**src/rtl/bus_arbiter.sv**
```systemverilog
// -----------------------------------------------------------------------------
// bus_arbiter
//
// Two-to-one arbiter that shares one downstream memory bus between the CPU
// instruction-fetch port (inst_*) and the load/store port (data_*). The
// selected request is forwarded combinationally (zero added latency). The
// grant is held for the whole of a multi-cycle transaction while the
// downstream slave stalls. A requesting port that does not hold the bus sees
// stall = 1.
//
// Handshake: a port requests while read | write = 1 and holds address, read,
// write, data_wr and mask stable until it sees its own stall = 0. That cycle
// completes the access; read data (data_rd / data_rd_2) is valid for the port
// that sees stall = 0 with read = 1. The same rule applies between mem_* and
// the downstream slave.
//
// Parameters
//   ROUND_ROBIN  1: simultaneous new requests alternate between ports.
//                0: the data port always wins a tie.
//
// Ports
//   clk, rst            clock; synchronous active-high reset
//   inst_*              upstream instruction-fetch master (slave side)
//   data_*              upstream load/store master (slave side)
//   mem_*               downstream shared bus (master side)
//   dbg_locked          registered lock flag
//   dbg_owner           registered owner of a locked transaction (0 inst, 1 data)
//   dbg_last            registered most recently granted port (0 inst, 1 data)
// -----------------------------------------------------------------------------
module bus_arbiter #(
  parameter int ROUND_ROBIN = 1
) (
  input  logic        clk,
  input  logic        rst,
  // instruction-fetch port
  input  logic [31:0] inst_address,
  input  logic        inst_read,
  input  logic        inst_write,
  input  logic [31:0] inst_data_wr,
  input  logic [3:0]  inst_mask,
  output logic        inst_stall,
  output logic [31:0] inst_data_rd,
  output logic [31:0] inst_data_rd_2,
  // data port
  input  logic [31:0] data_address,
  input  logic        data_read,
  input  logic        data_write,
  input  logic [31:0] data_data_wr,
  input  logic [3:0]  data_mask,
  output logic        data_stall,
  output logic [31:0] data_data_rd,
  output logic [31:0] data_data_rd_2,
  // downstream bus
  output logic [31:0] mem_address,
  output logic        mem_read,
  output logic        mem_write,
  output logic [31:0] mem_data_wr,
  output logic [3:0]  mem_mask,
  input  logic        mem_stall,
  input  logic [31:0] mem_data_rd,
  input  logic [31:0] mem_data_rd_2,
  // state visibility
  output logic        dbg_locked,
  output logic        dbg_owner,
  output logic        dbg_last
);

  typedef enum logic {
    PORT_INST = 1'b0,
    PORT_DATA = 1'b1
  } port_e;

  logic  locked_q, locked_d;
  port_e owner_q, owner_d;
  port_e last_q, last_d;

  logic  inst_req, data_req;
  port_e grant;
  logic  grant_valid;

  // Grant selection. While locked the grant is pinned to the owner; if the
  // owner has withdrawn its request the grant is not valid, so nothing is
  // forwarded and the lock falls away at the next edge.
  always_comb begin
    inst_req    = inst_read | inst_write;
    data_req    = data_read | data_write;
    grant       = PORT_INST;
    grant_valid = 1'b0;
    if (rst) begin
      grant_valid = 1'b0;
    end else if (locked_q) begin
      grant       = owner_q;
      grant_valid = (owner_q == PORT_INST) ? inst_req : data_req;
    end else if (inst_req && data_req) begin
      if (ROUND_ROBIN != 0) begin
        grant = (last_q == PORT_INST) ? PORT_DATA : PORT_INST;
      end else begin
        grant = PORT_DATA;
      end
      grant_valid = 1'b1;
    end else if (inst_req) begin
      grant       = PORT_INST;
      grant_valid = 1'b1;
    end else if (data_req) begin
      grant       = PORT_DATA;
      grant_valid = 1'b1;
    end
  end

  // Downstream forwarding: all-zero bus when nothing is granted.
  always_comb begin
    mem_address = 32'h0;
    mem_read    = 1'b0;
    mem_write   = 1'b0;
    mem_data_wr = 32'h0;
    mem_mask    = 4'h0;
    if (grant_valid) begin
      if (grant == PORT_INST) begin
        mem_address = inst_address;
        mem_read    = inst_read;
        mem_write   = inst_write;
        mem_data_wr = inst_data_wr;
        mem_mask    = inst_mask;
      end else begin
        mem_address = data_address;
        mem_read    = data_read;
        mem_write   = data_write;
        mem_data_wr = data_data_wr;
        mem_mask    = data_mask;
      end
    end
  end

  // Upstream stall: the granted port follows the slave, a waiting requester
  // is held off, an idle port is never stalled. Reset holds both off.
  always_comb begin
    inst_stall = 1'b0;
    data_stall = 1'b0;
    if (rst) begin
      inst_stall = 1'b1;
      data_stall = 1'b1;
    end else begin
      if (inst_req) begin
        inst_stall = (grant_valid && grant == PORT_INST) ? mem_stall : 1'b1;
      end
      if (data_req) begin
        data_stall = (grant_valid && grant == PORT_DATA) ? mem_stall : 1'b1;
      end
    end
  end

  // Read data is broadcast; each port qualifies it with its own stall.
  assign inst_data_rd   = mem_data_rd;
  assign inst_data_rd_2 = mem_data_rd_2;
  assign data_data_rd   = mem_data_rd;
  assign data_data_rd_2 = mem_data_rd_2;

  // Next state. Without a valid grant only the lock changes (it clears).
  always_comb begin
    locked_d = 1'b0;
    owner_d  = owner_q;
    last_d   = last_q;
    if (grant_valid) begin
      last_d = grant;
      if (mem_stall) begin
        locked_d = 1'b1;
        owner_d  = grant;
      end
    end
  end

  always_ff @(posedge clk) begin
    if (rst) begin
      locked_q <= 1'b0;
      owner_q  <= PORT_INST;
      last_q   <= PORT_INST;
    end else begin
      locked_q <= locked_d;
      owner_q  <= owner_d;
      last_q   <= last_d;
    end
  end

  assign dbg_locked = locked_q;
  assign dbg_owner  = owner_q;
  assign dbg_last   = last_q;

endmodule

```
**config.mk**
```make
export PLATFORM = sky130hd
export DESIGN_NAME = bus_arbiter
export DESIGN_NICKNAME = d
export VERILOG_FILES = /design/src/rtl/bus_arbiter.sv
export SDC_FILE = /design/constraint.sdc
export NUM_CORES = 1
export LEC_CHECK = 0
export BUFFER_PORTS_ARGS = -buffer_cell sky130_fd_sc_hd__buf_2
export CAP_MARGIN = 20
export CORE_AREA = 2 2 159 161
export CTS_CLUSTER_SIZE = 8
export DETAILED_ROUTE_END_ITERATION = 10
export DIE_AREA = 0 0 161 163
export PLACE_DENSITY_LB_ADDON = 0.3
export SLEW_MARGIN = 10
export SYNTH_ARGS = -nofsm -noshare
export SYNTH_HDL_FRONTEND = slang
export SYNTH_SLANG_ARGS = --single-unit
```
**constraint.sdc**
```tcl
create_clock -name clk -period 1.8 [get_ports clk]
set_input_delay 0.18 -clock clk [delete_from_list [all_inputs] [get_ports clk]]
set_output_delay 0.18 -clock clk [all_outputs]
set_load 0.005 [all_outputs]
```
==> out/results.tsv, run 1 <==
stage	metric	value	unit
floorplanning	chipWidth	161	um
synth	synth.area.top_cells	buf_4, a22o_1, dfxtp_1	
sta	final.setup.worst_slack	-0.117	ns
final_layout	fin_nets	556	
synth	netlist_top_cells_count	buf_4, a22o_1, buf_2, buf_1	
synth	syn_area_per_cell	7.84	um^2
sta	hold_viol	0	
setup_path	startpoint_type	register	
synth	async_flop_share	0	%
synth	synth_most_common_cell	buf_4	
outcome	violations	negative setup slack	
synth	synthDominantCellAreaShare	51.1	%
sta	rsz0062_at_grt	true	
sta	max-slew-margin-rel	68.7	%
sta	fmax	522	MHz
outcome	outcome	finished with violations	
grt	grt_pass1_wl	12000	um
placed_design	place_ws	-0.118	ns
grt	grt_overflow	0	
clock_tree	clk_latency	0.22	ns
floorplanning	core	0.0247	mm^2
synth	yosysWarningCount	0	
sta	worst_slew_pin_slew	0.468	ns
routing	routedWlPerCell	16.2	um
routing	drtIter0Drc	48	
clock_tree	cts_root_buf	clkbuf_16	
floorplanning	initial_core_util	7.63	%
clock_tree	cts_hold_buf	0	
pwr	powerDensity	455	mW/mm^2
routing	route.antenna.remaining_nets	0	
grt	grt_pass1_vias	1909	
sta	clock_skew	0.000591	ns
floorplanning	die-area	0.0262	mm^2
clock_tree	path_clk_slew	0.03	ns
synth	synth-edff-count	0	
grt	antenna_found_initial	3	
pwr	ir_worst_vdd	0.285	mV
setup_path	crit_arrival	1.74	ns
final_layout	syn2layout_area_growth	57.6	%
clock_tree	htreeDepth	1	
routing	dr.pass1.iters	4	
setup_path	path_class	register to output port	
floorplanning	fp.dieH	163	um
synth	ys_seq_area_share	3.19	%
routing	route.detailed.drc	0	
hold_path	hold_path.class	input pin to register	
placed_design	io_buffers	217	
synth	ys_dominant_reg_cell	dfxtp_1	
grt	grt_max_degree	47	
synth	synth_top_cell_by_area	buf_4	
setup_path	cp-end-kind	output port	
synth	syn_area	0.00188	mm^2
sta	whs	0.235	ns
routing	routed_via_density	3.21	
sta	final-setup-viol-count	68	
sta	finalCriticalPeriod	1.92	ns
setup_path	worstPathRequired	1.62	ns
final_layout	fillCellCount	2892	
clock_tree	cts_sinks	3	
synth	synth_seq_cells	3	
clock_tree	numCtsBuffers	3	
routing	wirelength	11000	um
floorplanning	placementRows	58	
clock_tree	cts_tree	built	
final_layout	final_layout_size_suffix_gt1_share	74.1	%
sta	slew_viol_final	0	
pwr	power.leakage	0.00156	uW
synth	synth_cells	240	
routing	via_count	2180	
synth	synth_nets	447	
floorplanning	io_pins	410	
placed_design	hpwl	7590	um
sta	period_share	106	%
final_layout	fin_util	12.0	%
setup_path	crit_fanout	23	
placed_design	place_congestion	0.740	
grt	track_usage	6.31	%
synth	yosysUniqueCellTypes	25	
clock_tree	cts_buffer_depth	2	
run	max-cap-violations	0	
metrics by stage:
stage | instance area (um^2) | setup TNS (ns) | instances | total power (uW)
6_report | 2970 | -4.70 | 680 | 1350
5_1_grt | 2960 | -9.68 | 679 | 1440
4_1_cts | 2730 | -7.35 | 669 | 1250
3_5_place_dp | 2480 | -0.285 | 658 | 794
3_3_place_gp | 2480 | -0.782 | 658 | 796
2_1_floorplan | 1880 | 0 | 240 | 602
path summary, 6_finish.rpt:
| path | startpoint | to | slack [ns] | depth (start not counted) |
|---|---|---|---|---|
| worst min register to register | dbg_owner$_SDFFE_PP0P_ | dbg_owner$_SDFFE_PP0P_ | 0.66 | 3 |
| worst max-delay path | dbg_last$_SDFFE_PP0P_ | mem_data_wr[8] | -0.12 | 5 |
| worst min-delay path | rst | dbg_owner$_SDFFE_PP0P_ | 0.24 | 2 |
| worst max register to register | dbg_locked$_SDFF_PP0_ | dbg_last$_SDFFE_PP0P_ | 0.64 | 4 |
final cells by class:
cell class | count | area, um^2 | area share [%]
Inverter | 3 | 11.3 | 0.380
Sequential cell | 3 | 65.1 | 2.19
Tap cell | 330 | 413 | 13.9
Multi-Input combinational cell | 92 | 813 | 27.4
Antenna cell | 2 | 5.00 | 0.169
Timing Repair Buffer | 246 | 1580 | 53.2
Clock buffer | 4 | 78.8 | 2.66
registers in the layout, summed over array words and instances (netlist names):
signal / cells
dbg_last: 1
dbg_owner: 1
dbg_locked: 1
routing by layer:
metal	part of all wire (%)	vias up	global-route usage, %
li1	-	965	-
met1	36	940	6.56
met2	47	209	10.6
met3	11	66	2.29
met4	5.4	0	4.55
met5	0	-	0
worst max-delay path, stage by stage (launching register included):
cell and delay, ns:
dfxtp_2 0.32, buf_4 0.13, o311a_4 0.44, buf_12 0.18
a22o_4 0.29, buf_6 0.11
timing repair:
item / in CTS / in global routing
resized for setup: 16 / 15
setup buffers: 4 / 2
pin swaps: 7 / 4
setup endpoints to repair: 68 / 69
gates cloned: 3 / 7
power by group:
group	switching (uW)	total (uW)	internal [uW]
clock	58.1	350	292
combinational	391	920	529
sequential	6.01	78.8	72.8
total	455	1350	894
cell families after synthesis:
family / share of synthesized area (%)
and+or+nand+nor: 2.39
AOI/OAI and AO/OA: 38.8
buffers and inverters: 55.6
DFF: 3.19
placed cells by master, fill, tap and decap left out, types with 2 or more instances in the layout:
master     Yosys  layout
a21oi_1        2       2
a22o_1        70      67
a22o_4         0       3
a22oi_1        2       2
buf_12         0       7
buf_16         0       3
buf_2          5     212
buf_4        128      10
buf_6          2       8
buf_8          0       2
clkbuf_16      0       7
diode_2        0       2
inv_1          3       2
nor2_1         3       3
o21a_1         2       2
No activity file was read; power rests on OpenSTA's default activity.
==> run 2, diff against run 1 <==
CORE_AREA = 4 4 156 158   (was 2 2 159 161)
DIE_AREA = 0 0 160 162   (was 0 0 161 163)
==> run 2 against run 1 <==
The flow still finishes with violations (negative setup slack); core utilization shrank 0.22 points; cell area shrank 8.0%; combinational power fell by 10%; count of clock-buffer cells in the layout did not move; critical path depth did not move; hold slack better by 0.033 ns; critical path type unchanged; critical endpoint is now mem_data_wr[29]; highest routed layer is now met5.
==> out/results.tsv, run 2 (synthesis results as in run 1) <==
stage	metric	value	unit
outcome	outcome	finished with violations	
outcome	violations	negative setup slack	
grt	antenna_found_initial	1	
placed_design	place_ws	-0.00246	ns
run	max-cap-violations	0	
grt	grt_overflow	0	
setup_path	crit_fanout	20	
setup_path	slowest_delay	0.46	ns
placed_design	hpwl	7910	um
final_layout	fin_util	11.8	%
setup_path	startpoint_type	register	
routing	wirelength	10600	um
routing	route.detailed.drc	0	
floorplanning	placementRows	56	
placed_design	place_congestion	0.717	
clock_tree	cts_sinks	3	
sta	worst_slew_pin_slew	0.294	ns
sta	hold_viol	0	
final_layout	final_layout_size_suffix_gt1_share	73.0	%
routing	via_count	2133	
routing	routed_via_density	3.38	
floorplanning	chipWidth	160	um
floorplanning	fp.dieH	162	um
sta	fmax	532	MHz
final_layout	layout_commonest_cell	buf_2	
clock_tree	cts_root_buf	clkbuf_16	
floorplanning	core	0.0231	mm^2
pwr	power.leakage	0.00148	uW
final_layout	syn2layout_area_growth	44.9	%
pwr	ir_worst_vdd	0.238	mV
grt	grt_pass1_wl	13200	um
final_layout	final_cell_mix	buf_2, a22o_1, buf_4, clkbuf_16	
floorplanning	initial_core_util	8.14	%
clock_tree	cts_buffer_depth	2	
grt	grt_pass1_vias	2187	
clock_tree	cts_tree	built	
final_layout	fin_nets	549	
final_layout	final_cells	631	
placed_design	dp_cells	616	
sta	final.setup.worst_slack	-0.0799	ns
sta	max-slew-margin-rel	80.4	%
setup_path	path_class	register to output port	
routing	route.antenna.remaining_nets	0	
pwr	p_total	1260	uW
floorplanning	io_pins	410	
routing	dr.pass1.iters	4	
clock_tree	numCtsBuffers	3	
grt	grt_max_degree	25	
setup_path	worstPathRequired	1.62	ns
hold_path	hold_path.class	input pin to register	
sta	period_share	104	%
placed_design	io_buffers	217	
clock_tree	htreeDepth	1	
sta	rsz0062_at_grt	true	
final_layout	multiInputGateArea	803	um^2
clock_tree	clk_latency	0.22	ns
setup_path	cp_num_buf_inv	3	
sta	clock_skew	0.000226	ns
setup_path	cp-end-kind	output port	
final_layout	fillCellCount	2676	
setup_path	slowest_stage	o311a_4	
routing	drtIter0Drc	152	
final_layout	seq_area	62.6	um^2
final_layout	n_antenna_cell	0	
setup_path	cpLargestDelayFamily	compound AO/OA/AOI/OAI gates	
pwr	powerDensity	460	mW/mm^2
routing	routedWlPerCell	16.7	um
floorplanning	die-area	0.0259	mm^2
clock_tree	cts_hold_buf	0	
sta	final-setup-viol-count	68	
sta	finalCriticalPeriod	1.88	ns
setup_path	crit_chain	buf_6 > o311a_4 > buf_12 > a22o_1 > buf_2	
clock_tree	path_clk_slew	0.03	ns
sta	slew_viol_final	0	
grt	track_usage	6.58	%
setup_path	crit_arrival	1.70	ns
run 2: cell count changes in the layout (fill, tap and decap cells not counted), sizes merged:
| cell | before | now |
|---|---|---|
| buf | 242 | 236 |
| clkbuf | 8 | 7 |
| diode | 2 | 0 |
run 2: worst paths after layout:
check | start | endpoint | slack, ns | depth (start not counted)
worst min register to register | dbg_owner$_SDFFE_PP0P_ | dbg_owner$_SDFFE_PP0P_ | 0.66 | 3
worst min-delay path | rst | dbg_owner$_SDFFE_PP0P_ | 0.27 | 2
worst max register to register | dbg_locked$_SDFF_PP0_ | dbg_owner$_SDFFE_PP0P_ | 0.58 | 5
worst max-delay path | dbg_last$_SDFFE_PP0P_ | mem_data_wr[29] | -0.08 | 5
run 2: worst register-to-register path: stages, from the launching register on:
cell and delay, ns:
dfxtp_2 0.32, buf_6 0.13, buf_4 0.13, nand2b_1 0.14, or3_1 0.32, a21oi_1 0.12
run 2: cell type report:
type | instances | share of cell area [%]
Sequential cell | 3 | 2.29
Clock buffer | 4 | 2.89
Multi-Input combinational cell | 92 | 29.4
Timing Repair Buffer | 239 | 51.7
Inverter | 3 | 0.413
Tap cell | 290 | 13.3
run 2: layer usage:
metal  vias up  part of all wire, %  global-route usage, %
met5         -                 0.12                      0
met4         2                  3.0                   2.89
met3        43                   13                   3.10
met2       201                   50                   11.9
met1       938                   34                   6.42
li1        949                    -                      -
run 2: power breakdown:
group | leakage, uW | internal [uW] | switching [uW]
Clock | 0.0000382 | 292 | 60.7
Combinational | 0.00142 | 459 | 365
Sequential | 0.0000254 | 73.6 | 4.59
run 2: timing repair:
item                       in CTS  in global routing
hold endpoints to repair        0                  0
setup endpoints to repair      68                 71
resized for setup              13                  4
pin swaps                       2                  9
cloned                          2                  4
setup buffers                   2                  3
run 2: metrics by stage:
step | setup TNS, ns | hold slack [ns] | cell area [um^2]
floorplan | 0 | 0.249 | 1880
global placement | -0.00808 | 0.360 | 2400
global route | -6.93 | 0.274 | 2730
finish | -3.58 | 0.268 | 2730
CTS | -4.05 | 0.239 | 2600
detailed placement | -0.00246 | 0.360 | 2400
==> run 3, diff against run 2 <==
BUFFER_PORTS_ARGS = unset   (was -buffer_cell sky130_fd_sc_hd__buf_2)
CORE_AREA = 4 4 158 160   (was 4 4 156 158)
DIE_AREA = 0 0 162 164   (was 0 0 160 162)
DONT_BUFFER_PORTS = 1   (was unset)
==> run 3 against run 2 <==
The run still ends with negative setup slack left; combinational power decreased by 28%; first-iteration DRC count fell by 70%; sequential power is 0.5% lower; sequential cell count unchanged; global-route usage shrank 0.52 points; largest power group unchanged; die area is 2.5% higher; routed wire length increased by 7.3%; via count is 36% lower.
==> out/results.tsv, run 3 (synthesis results as in run 1) <==
stage	metric	value	unit
floorplanning	io_pins	410	
grt	grt_pass1_vias	1392	
clock_tree	cts_tree	built	
placed_design	place_congestion	0.707	
clock_tree	cts_root_buf	clkbuf_16	
routing	routedWlPerCell	25.6	um
hold_path	hold_path.class	input pin to register	
pwr	ir_worst_vdd	0.225	mV
setup_path	r2r_cells	5	
grt	grt_max_degree	35	
pwr	power.leakage	0.000622	uW
pwr	p_total	1020	uW
final_layout	n_antenna_cell	0	
routing	route.detailed.drc	0	
clock_tree	cts_sinks	3	
sta	finalCriticalPeriod	1.84	ns
floorplanning	initial_core_util	8.04	%
setup_path	path_class	register to output port	
final_layout	seq_area	65.1	um^2
setup_path	crit_fanout	9	
routing	via_count	1375	
clock_tree	path_clk_slew	0.03	ns
routing	dr.pass1.iters	4	
clock_tree	cts_buffer_depth	2	
final_layout	syn2layout_area_growth	-4.46	%
placed_design	io_buffers	0	
sta	fmax	543	MHz
final_layout	fillCellCount	2772	
routing	wirelength	11300	um
grt	track_usage	6.06	%
grt	grt_overflow	0	
floorplanning	chipWidth	162	um
floorplanning	die-area	0.0266	mm^2
setup_path	worstPathRequired	1.62	ns
floorplanning	core	0.0234	mm^2
outcome	violations	negative setup slack	
sta	period_share	102	%
setup_path	crit_arrival	1.66	ns
sta	final-setup-viol-count	53	
sta	hold_viol	0	
grt	antenna_found_initial	1	
sta	final.setup.worst_slack	-0.0416	ns
routing	routed_via_density	3.11	
placed_design	hpwl	7700	um
floorplanning	placementRows	56	
sta	rsz0062_at_grt	true	
final_layout	layout_commonest_cell	a22o_1	
sta	clock_skew	0.000513	ns
final_layout	final_layout_size_suffix_gt1_share	33.3	%
sta	worst_slew_pin_slew	0.583	ns
sta	max-slew-margin-rel	61.0	%
clock_tree	htreeDepth	1	
placed_design	dp_cells	422	
clock_tree	numCtsBuffers	3	
clock_tree	clk_latency	0.22	ns
sta	slew_viol_final	0	
pwr	powerDensity	568	mW/mm^2
run	max-cap-violations	0	
setup_path	cp-end-kind	output port	
final_layout	multiInputGateArea	878	um^2
final_layout	final_cell_mix	a22o_1, a22o_4, clkbuf_16, buf_4, buf_6	
final_layout	fin_util	7.68	%
grt	grt_pass1_wl	11000	um
floorplanning	fp.dieH	164	um
setup_path	startpoint_type	register	
clock_tree	cts_hold_buf	0	
final_layout	final_cells	442	
outcome	outcome	finished with violations	
routing	drtIter0Drc	46	
hold_path	holdPathStages	1	
routing	route.antenna.remaining_nets	0	
final_layout	fin_nets	331	
[run 3: cell types whose count changed in the layout (fill, tap and decap cells not counted), moves of 2 or more]
cell / previous run / this run
clkbuf_16: 6 / 9
a22o_1: 70 / 60
buf_12: 4 / 2
a22o_4: 0 / 10
buf_2: 217 / 0
buf_4: 9 / 6
[run 3: layout make-up]
type	instances	area share [%]
clock buffers	4	4.38
inverters	3	0.765
multi-input cells	92	48.9
flip-flops and latches	3	3.62
well taps	319	22.2
repair buffers	21	20.2
[run 3: critical path: stages, from the launching register on]
cell and delay, ns:
dfxtp_4 0.35, buf_4 0.14, o311a_4 0.44, clkbuf_16 0.21, a22o_4 0.28
[run 3: repair_timing]
action                                  in CTS  in global routing
hold endpoints to repair                     0                  0
gates cloned                                 2                 10
setup buffers                                1                  3
endpoints found under the setup margin      68                 68
gates resized for setup                     14                  9
pin swaps                                   18                  6
[run 3: metrics by stage]
step | setup TNS [ns] | area [um^2] | hold slack, ns | setup slack (ns)
2_1_floorplan | 0 | 1880 | 0.249 | 0.169
3_3_place_gp | 0 | 1310 | 0.268 | 0.136
3_5_place_dp | 0 | 1310 | 0.265 | 0.0918
4_1_cts | -1.07 | 1540 | 0.0325 | -0.0515
5_1_grt | -4.95 | 1800 | 0.0295 | -0.0952
6_report | -1.11 | 1800 | 0.0361 | -0.0416
[run 3: path summary, 6_finish.rpt]
check / from / endpoint / slack (ns)
min: rst / dbg_owner$_SDFFE_PP0P_ / 0.04
max: dbg_locked$_SDFF_PP0_ / mem_address[19] / -0.04
min reg2reg: dbg_owner$_SDFFE_PP0P_ / dbg_owner$_SDFFE_PP0P_ / 0.64
max reg2reg: dbg_locked$_SDFF_PP0_ / dbg_owner$_SDFFE_PP0P_ / 0.48
[run 3: where the power goes]
| group | switching (uW) | internal [uW] |
|---|---|---|
| Clock | 60.1 | 292 |
| Sequential | 4.99 | 72.8 |
| Combinational | 303 | 289 |
| Total | 368 | 654 |
[run 3: metal layers]
| layer | vias to the layer above | wire [um] | track usage, % |
|---|---|---|---|
| met3 | 60 | 1380 | 3.19 |
| met5 | - | 0 | 0 |
| met2 | 188 | 5610 | 10.6 |
| met1 | 613 | 3770 | 5.59 |
| met4 | 0 | 574 | 3.65 |
| li1 | 514 | - | - |
